## src/rtl/dma_pkg.sv

```systemverilog
// Shared types and constants for the DMA request arbiter.
// Command-register bit positions mirror the controller's command register.
package dma_pkg;

  localparam int NUM_CH   = 4;
  localparam int CH_IDX_W = 2;

  localparam int CMD_DISABLE_BIT   = 2;
  localparam int CMD_ROTATE_BIT    = 4;
  localparam int CMD_DREQ_LOW_BIT  = 6;
  localparam int CMD_DACK_HIGH_BIT = 7;

  typedef enum logic [1:0] {
    IDLE,
    WAIT_HLDA,
    SERVICE,
    RELEASE
  } dma_state_t;

endpackage

```

## src/rtl/dma_prio_encoder.sv

```systemverilog
// Circular priority encoder: first set bit of pend searching
// upward from start_ptr, wrapping past the top channel.
module dma_prio_encoder
  import dma_pkg::*;
(
  input  logic [NUM_CH-1:0]   pend,
  input  logic [CH_IDX_W-1:0] start_ptr,
  output logic                found,
  output logic [CH_IDX_W-1:0] idx
);

  logic [NUM_CH-1:0]   w_rot;
  logic [CH_IDX_W-1:0] w_off;

  assign w_rot = NUM_CH'({pend, pend} >> start_ptr);

  // offset of the first request at or after start_ptr
  always_comb begin
    w_off = '0;
    priority case (1'b1)
      w_rot[0]: w_off = 2'd0;
      w_rot[1]: w_off = 2'd1;
      w_rot[2]: w_off = 2'd2;
      w_rot[3]: w_off = 2'd3;
      default:  w_off = '0;
    endcase
  end

  assign found = |w_rot;
  assign idx   = start_ptr + w_off;

endmodule

```

## src/rtl/dma_priority_arbiter.sv

```systemverilog
// DMA request arbiter and HRQ/HLDA bus-hold sequencer.
// Optional macro DMA_ROTATING_PRIORITY_EN builds the rotating-priority pointer.
module dma_priority_arbiter
  import dma_pkg::*;
#(
  parameter int NUM_CH      = 4,
  parameter int SYNC_STAGES = 2
) (
  input  logic                CLK,
  input  logic                reset,
  input  logic [NUM_CH-1:0]   dreq,
  input  logic [NUM_CH-1:0]   masked_channels,
  input  logic                cmd_disable,
  input  logic                cmd_rotate,
  input  logic                cmd_dreq_low,
  input  logic                cmd_dack_high,
  input  logic                hlda,
  input  logic                xfer_done,
  output logic                hrq,
  output logic [NUM_CH-1:0]   dack,
  output logic [CH_IDX_W-1:0] active_ch,
  output logic                grant,
  output logic                xfer_start,
  output logic [NUM_CH-1:0]   req_status
);

  logic [NUM_CH-1:0]   r_sync [SYNC_STAGES];
  dma_state_t          r_state;
  dma_state_t          w_next;
  logic [CH_IDX_W-1:0] r_active;
  logic [CH_IDX_W-1:0] w_start;
  logic [CH_IDX_W-1:0] w_idx;
  logic                w_found;
  logic                w_latch;
  logic                w_go;
  logic                r_xfer_start;
  logic [NUM_CH-1:0]   w_pend;
  logic [NUM_CH-1:0]   w_onehot;

  // polarity-correct then synchronize; cleared value is "no request"
  always_ff @(posedge CLK or negedge reset) begin
    if (!reset) begin
      for (int i = 0; i < SYNC_STAGES; i++) r_sync[i] <= '0;
    end else begin
      r_sync[0] <= dreq ^ {NUM_CH{cmd_dreq_low}};
      for (int i = 1; i < SYNC_STAGES; i++) r_sync[i] <= r_sync[i-1];
    end
  end

  assign req_status = r_sync[SYNC_STAGES-1];
  assign w_pend     = req_status & ~masked_channels;

`ifdef DMA_ROTATING_PRIORITY_EN
  logic [CH_IDX_W-1:0] r_ptr;

  // search restarts just past the channel that finished
  always_ff @(posedge CLK or negedge reset) begin
    if (!reset) r_ptr <= '0;
    else if (r_state == SERVICE && xfer_done) r_ptr <= r_active + 1'b1;
  end

  assign w_start = cmd_rotate ? r_ptr : '0;
`else
  logic w_unused_rotate;
  assign w_unused_rotate = cmd_rotate;
  assign w_start = '0;
`endif

  dma_prio_encoder u_enc (
    .pend      (w_pend),
    .start_ptr (w_start),
    .found     (w_found),
    .idx       (w_idx)
  );

  // next-state and handshake decisions
  always_comb begin
    w_next  = r_state;
    w_latch = 1'b0;
    w_go    = 1'b0;
    unique case (r_state)
      IDLE: begin
        if (!cmd_disable && w_found) begin
          w_next  = WAIT_HLDA;
          w_latch = 1'b1;
        end
      end
      WAIT_HLDA: begin
        if (!w_pend[r_active]) begin
          w_next = IDLE;
        end else if (hlda) begin
          w_next = SERVICE;
          w_go   = 1'b1;
        end
      end
      SERVICE: if (xfer_done) w_next = RELEASE;
      RELEASE: w_next = IDLE;
      default: w_next = IDLE;
    endcase
  end

  // state, latched winner and start strobe
  always_ff @(posedge CLK or negedge reset) begin
    if (!reset) begin
      r_state      <= IDLE;
      r_active     <= '0;
      r_xfer_start <= 1'b0;
    end else begin
      r_state      <= w_next;
      r_xfer_start <= w_go;
      if (w_latch) r_active <= w_idx;
    end
  end

  assign w_onehot   = (r_state == SERVICE) ? (NUM_CH'(1) << r_active) : '0;
  assign dack       = cmd_dack_high ? w_onehot : ~w_onehot;
  assign hrq        = (r_state == WAIT_HLDA) || (r_state == SERVICE);
  assign grant      = (r_state == SERVICE);
  assign xfer_start = r_xfer_start;
  assign active_ch  = r_active;

endmodule

```

## config.mk

```make
export PLATFORM = sky130hd
export DESIGN_NAME = dma_priority_arbiter
export DESIGN_NICKNAME = d
export VERILOG_FILES = /design/src/rtl/dma_pkg.sv /design/src/rtl/dma_prio_encoder.sv /design/src/rtl/dma_priority_arbiter.sv
export SDC_FILE = /design/constraint.sdc
export NUM_CORES = 1
export LEC_CHECK = 0
export ABC_AREA = 0
export CELL_PAD_IN_SITES_DETAIL_PLACEMENT = 0
export CELL_PAD_IN_SITES_GLOBAL_PLACEMENT = 2
export CORE_AREA = 2 2 57 59
export DETAILED_ROUTE_END_ITERATION = 8
export DIE_AREA = 0 0 59 61
export GPL_TIMING_DRIVEN = 0
export PLACE_DENSITY = 0.77
export RECOVER_POWER = 100
export SLEW_MARGIN = 20
export SYNTH_ARGS = -nofsm -noshare
export SYNTH_HDL_FRONTEND = slang
export SYNTH_SLANG_ARGS = --single-unit
```

## constraint.sdc

```tcl
create_clock -name CLK -period 1.6 [get_ports CLK]
set_input_delay 0.32 -clock CLK [delete_from_list [all_inputs] [get_ports CLK]]
set_output_delay 0.32 -clock CLK [all_outputs]
set_load 0.005 [all_outputs]
```

# --- After elaboration in Yosys (flattened, before gate mapping) ---
# Index checks and enable logic that the tools add are counted.
totals:
  register_bits: 13
  in_bits: 16
  output_inout_bits: 13
classes:
  magnitude_cmp: 1
  eq_ne: 6
  shift: 1
  n_mux: 18
  n_bitwise: 4
  n_reduce_logical: 6
op_table:
  columns: ["operator", "count"]
  rows:
  - ["2-to-1 mux 2 bit", 8]
  - ["2-to-1 mux 4 bit", 2]
  - ["inverter 4 bit", 2]
  - ["case mux 2 bit (4 select lines)", 1]
  - ["2-to-1 mux 1 bit", 6]
  - ["AND 4 bit", 1]
  - ["equality test 2 bit (second input constant)", 2]
  - ["!= test 2 bit (second input constant)", 2]
  - ["OR reduction 4 bit", 1]
  - ["left shift 1 x 2 -> 4 bit (first input constant)", 1]
  - ["XOR 4 bit", 1]
  - ["less-than comparator 2 x 3 -> 1 bit (second input constant)", 1]
  - ["!= test 3 bit (second input constant)", 1]
  - ["AND reduction 3 bit", 1]
  - ["binary-select mux 1 bit (select 2 bit)", 1]
  - ["equality test 2 x 1 -> 1 bit (second input constant)", 1]
  - ["zero test 2 bit", 1]
  - ["logical AND 1 bit", 1]
  - ["zero test 1 bit", 1]
  - ["logical OR 1 bit", 1]

# --- Logic depth before layout (Yosys ltp) ---
logic_depth:
  ltp_word: 6
  ltp_mapped: 7
  mapped_depth_nobuf: 7

# --- By module ---
# A second synthesis with hierarchy kept.
unflattened:
  hier_cells: 83
  hier_area_um2: 888.4
by_module_without_submodules:
  columns: ["module", "n_inst", "cells_each", "area_each_um2"]
  rows:
  - ["dma_priority_arbiter", 1, 60, 708.2]
  - ["dma_prio_encoder", 1, 23, 180.2]

# --- Worst setup path after synthesis ---
# No wires, ideal clock.
synth_path:
  kind: "register to output"
  start: "reg r_state[0]"
  end: "out dack[0]"
  t_arrival_ps: 1128
  path_slack_ps: 152
  stages_incl_launch_ff: 6
  n_path_buf: 0
  cell_sequence: "dfrtp_1 -> inv_1 -> ha_1 -> inv_1 -> nor3_1 -> xnor2_1"
synth_between:
  elab_chain_len: 4
synth_lines:
  columns: ["element", "line_no", "rtl"]
  rows:
  - ["from (decl)", "dma_priority_arbiter.sv:28", "dma_state_t r_state;"]
  - ["from (signal assigned)", "dma_priority_arbiter.sv:109", "r_state <= w_next;"]
  - ["equality test 2 bit *", null, null]
  - ["named net grant", "dma_priority_arbiter.sv:22", "output logic grant,"]
  - ["2-to-1 mux 4 bit *", "dma_priority_arbiter.sv:115", "assign w_onehot = (r_state == SERVICE) ? (NUM_CH'(1) << r_active) : '0;"]
  - ["inverter 4 bit", "dma_priority_arbiter.sv:116", "assign dack = cmd_dack_high ? w_onehot : ~w_onehot;"]
  - ["2-to-1 mux 4 bit *", "dma_priority_arbiter.sv:116", null]
  - ["to (decl)", "dma_priority_arbiter.sv:20", "output logic [NUM_CH-1:0] dack,"]
# The timed path passes the listed nets; every way through them passes the cells marked *.

# --- Worst setup path after layout ---
layout_path:
  start: "reg r_state[0]"
  end: "out dack[1]"
layout_between:
  elab_chain_len: 4
layout_lines:
  columns: ["element", "line_no"]
  rows:
  - ["equality test 2 bit *", "dma_priority_arbiter.sv:115"]
  - ["2-to-1 mux 4 bit *", "dma_priority_arbiter.sv:115"]
  - ["inverter 4 bit", "dma_priority_arbiter.sv:116"]
  - ["2-to-1 mux 4 bit *", "dma_priority_arbiter.sv:116"]
# Mark *: on every way between the ends. The rest lies on a longest branch, timed or not.

==> results.tsv <==
metric	value	unit
minimum clock period	1660	ps
Flop pwr share	0.339	
Filler cells	298	
Worst-Skew Late Latency	260	ps
metal3 WL	70	um
RSZ-0062 raised after global routing	yes	
critical path type	reg2out	
internal power	0.959	mW
Synth top area share	0.449	
first-pass GRT wire length	2100	um
register area share after synthesis	0.449	
Area Growth Syn to Fin	56.3	%
crit-path max FO	6	
CTS max path bufs	2	
Root Driver	clkbuf_4	
Hold Path Class	reg2reg	
DR WL/cell	9.95	um
post-route setup slack	-58.5	ps
core area	2950	um^2
f_max	603	MHz
Top Ports	29	
CP startpoint kind	register	
final setup violation count	3	
vias after detailed routing	555	
Clk pwr share	0.130	
GRT Residual Overflow	0	
post-route cell area	1130	um^2
commonest non-fill, non-tap cell in the layout	clkdlybuf4s50_1	
initial antenna violation count	0	
CP Buf/Inv Count	2	
hold buffer count at cts	0	
Pleak	0.487	nW
final slew viol count	0	
Worst EP required	1280	ps
Residual DRC	0	
power density over the cells	1270	nW/um^2
DP Wirelength	1050	um
Final ANT Viol Nets	0	
Synthesized Nets	83	
top routing layer in use	met4	
initial detailed-routing violation count	6	
Slowest cell on crit path	dfrtp_1	
Switching Share	0.331	
endpoints failing hold	0	
Metal-1 WL	543	um
CTS tree	yes	
row count	20	
worst-margin pin slew	540	ps
Cells after Synth	63	
Critical Path, Cell by Cell	inv_2, ha_4, nand2_1, nor2_1, xnor2_1, buf_2	
Area after DPL	1040	um^2
post-synth top area cell	dfrtp_1	
Hold Slack	349	ps
ant diodes	0	
drt total wl	1310	um
Yosys reg bits	13	
Nets	120	
Die Wd	59	um
Max-Cap Viols	0	
vias per cell	4.20	
total clock sinks	13	
chip height	61	um
CTS Buf Count	3	
non-filler cells, final	132	
synth top area cells	dfrtp_1, nor2b_4, xor2_1, ha_1, buf_4	
Reg clk slew, reported paths	70	ps
GRT Overall Usage	0.0764	
post-synth design cell area	724	um^2
Setup crit end kind	output port	
number of global-route vias before repair	527	
CTS H-tree lvls	1	
routability cong.	0.755	
Synth Warn #	0	
cell family with most CP delay	flip-flops	
CP max stage delay	390	ps
dpl cells	123	
final period utilization	1.04	
die area	3600	um^2
Worst VDD drop	0.656	mV
headroom to the max-slew limit	0.639	
post-synthesis cell type count	26	
logic gate share of total power	0.530	
outcome	complete, but fails checks	
DRT Pass-1 Iters	4	
largest net degree at the start of global routing	14	
ratio of cells with drive above 1 in the final layout	0.343	
most frequent cells in the layout	clkdlybuf4s50_1, dfrtp_1, buf_4, xor2_1	
Initial Utilization	0.245	
Mapped Avg Cell Area	11.5	um^2
Psw	0.475	mW
WL met2	686	um
worst path arrival time	1340	ps
violated checks	negative setup slack	
clk_skew	2.91	ps
# port buffers	27	
## cell usage after synthesis
cell type and instances:
nor2b_1 1, and3_1 1, nand2_2 1, o21a_1 1
a31oi_1 2, nor2b_4 4, inv_1 3, nand3b_1 1
buf_4 4, nand3_1 1, nor4_2 1, xnor2_1 2
a21oi_2 1, ha_1 4, nor3_1 1, mux4_2 1
dfrtp_1 13, xor2_1 6, o41ai_1 1, mux2i_1 1
nand2b_1 2, a21oi_1 1, nand2_1 2, o21ai_2 1
nor2_1 4, o21ai_0 3
## per-stage QoR
step	setup TNS (ps)	power, mW	setup WS, ps	util
2_1_floorplan	0	0.803	152	-
3_3_place_gp	-2060	1.09	-431	0.351
6_report	-112	1.43	-58.5	0.383
5_1_grt	-547	1.57	-149	0.383
3_5_place_dp	-2130	1.09	-437	0.351
4_1_cts	-183	1.33	-85.1	0.367
## per-layer routing
| layer | up-vias | track usage |
|---|---|---|
| li1 | 282 | - |
| met1 | 255 | 0.0947 |
| met2 | 16 | 0.125 |
| met3 | 2 | 0.0171 |
| met4 | 0 | 0.0390 |
| met5 | - | 0 |
## repair_timing
action | 4_1_cts | 5_1_grt
endpoints found under the setup margin | 7 | 10
gates resized for setup | 28 | 7
pin swaps | 1 | 1
buffers inserted | 3 | 2
## path summary, 6_finish.rpt
kind                            startpoint       endpoint  slack, ps  cells after the start
worst max-delay path            r_state[0]        dack[1]        -60                      6
worst min-delay path             r_sync[5]  req_status[1]        350                      0
worst max register to register  r_state[0]       register        130                      9
worst min register to register   r_sync[5]  req_status[1]        350                      0
max in group asynchronous            reset   active_ch[0]        740                      1
min in group asynchronous            reset     r_state[0]        470                      1
## worst register-to-register path: stages, from the launching register on
cell and delay [ps]:
dfrtp_1 370, inv_2 60, buf_4 130, buf_6 110, ha_4 160, nand2_1 50
o21ai_0 90, a21oi_2 170, a31oi_1 100, a31oi_1 140
## area by class of cell
| cell class | instances | area, um^2 | share of cell area |
|---|---|---|---|
| timing repair buffer | 32 | 294 | 0.260 |
| buffer | 4 | 30.0 | 0.0265 |
| clock buffer | 4 | 26.3 | 0.0232 |
| multi-input combinational | 43 | 402 | 0.355 |
| sequential | 13 | 328 | 0.290 |
| tap | 33 | 41.3 | 0.0365 |
| inverter | 3 | 11.3 | 0.00994 |
## state kept, by name, summed over array words and instances, names as in the netlist, named ones only
register	cells
active_ch	2
r_state	1
r_sync	4
req_status	4
xfer_start	1
## cells by family (layout without fill, tap and decap cells)
group                      after synthesis  count (layout)  share of synthesized area
and+or+nand+nor                         19              19                      0.192
AOI/OAI and AO/OA                       10              10                     0.0915
xor gates and xnor gates                 8               8                     0.0967
DFF                                     13              13                      0.449
muxes                                    2               2                     0.0449
buffers and inverters                    7              43                     0.0570
adders and majority gates                4               4                     0.0691
## power groups by stage
stage / clock network (mW) / logic, mW / registers, mW
5_1_grt: 0.217 / 0.844 / 0.504
2_1_floorplan: 0 / 0.334 / 0.468
6_report: 0.187 / 0.761 / 0.487
4_1_cts: 0.199 / 0.640 / 0.488
3_3_place_gp: 0 / 0.607 / 0.483
3_5_place_dp: 0 / 0.606 / 0.483
Power figures use the tool's default switching activity.
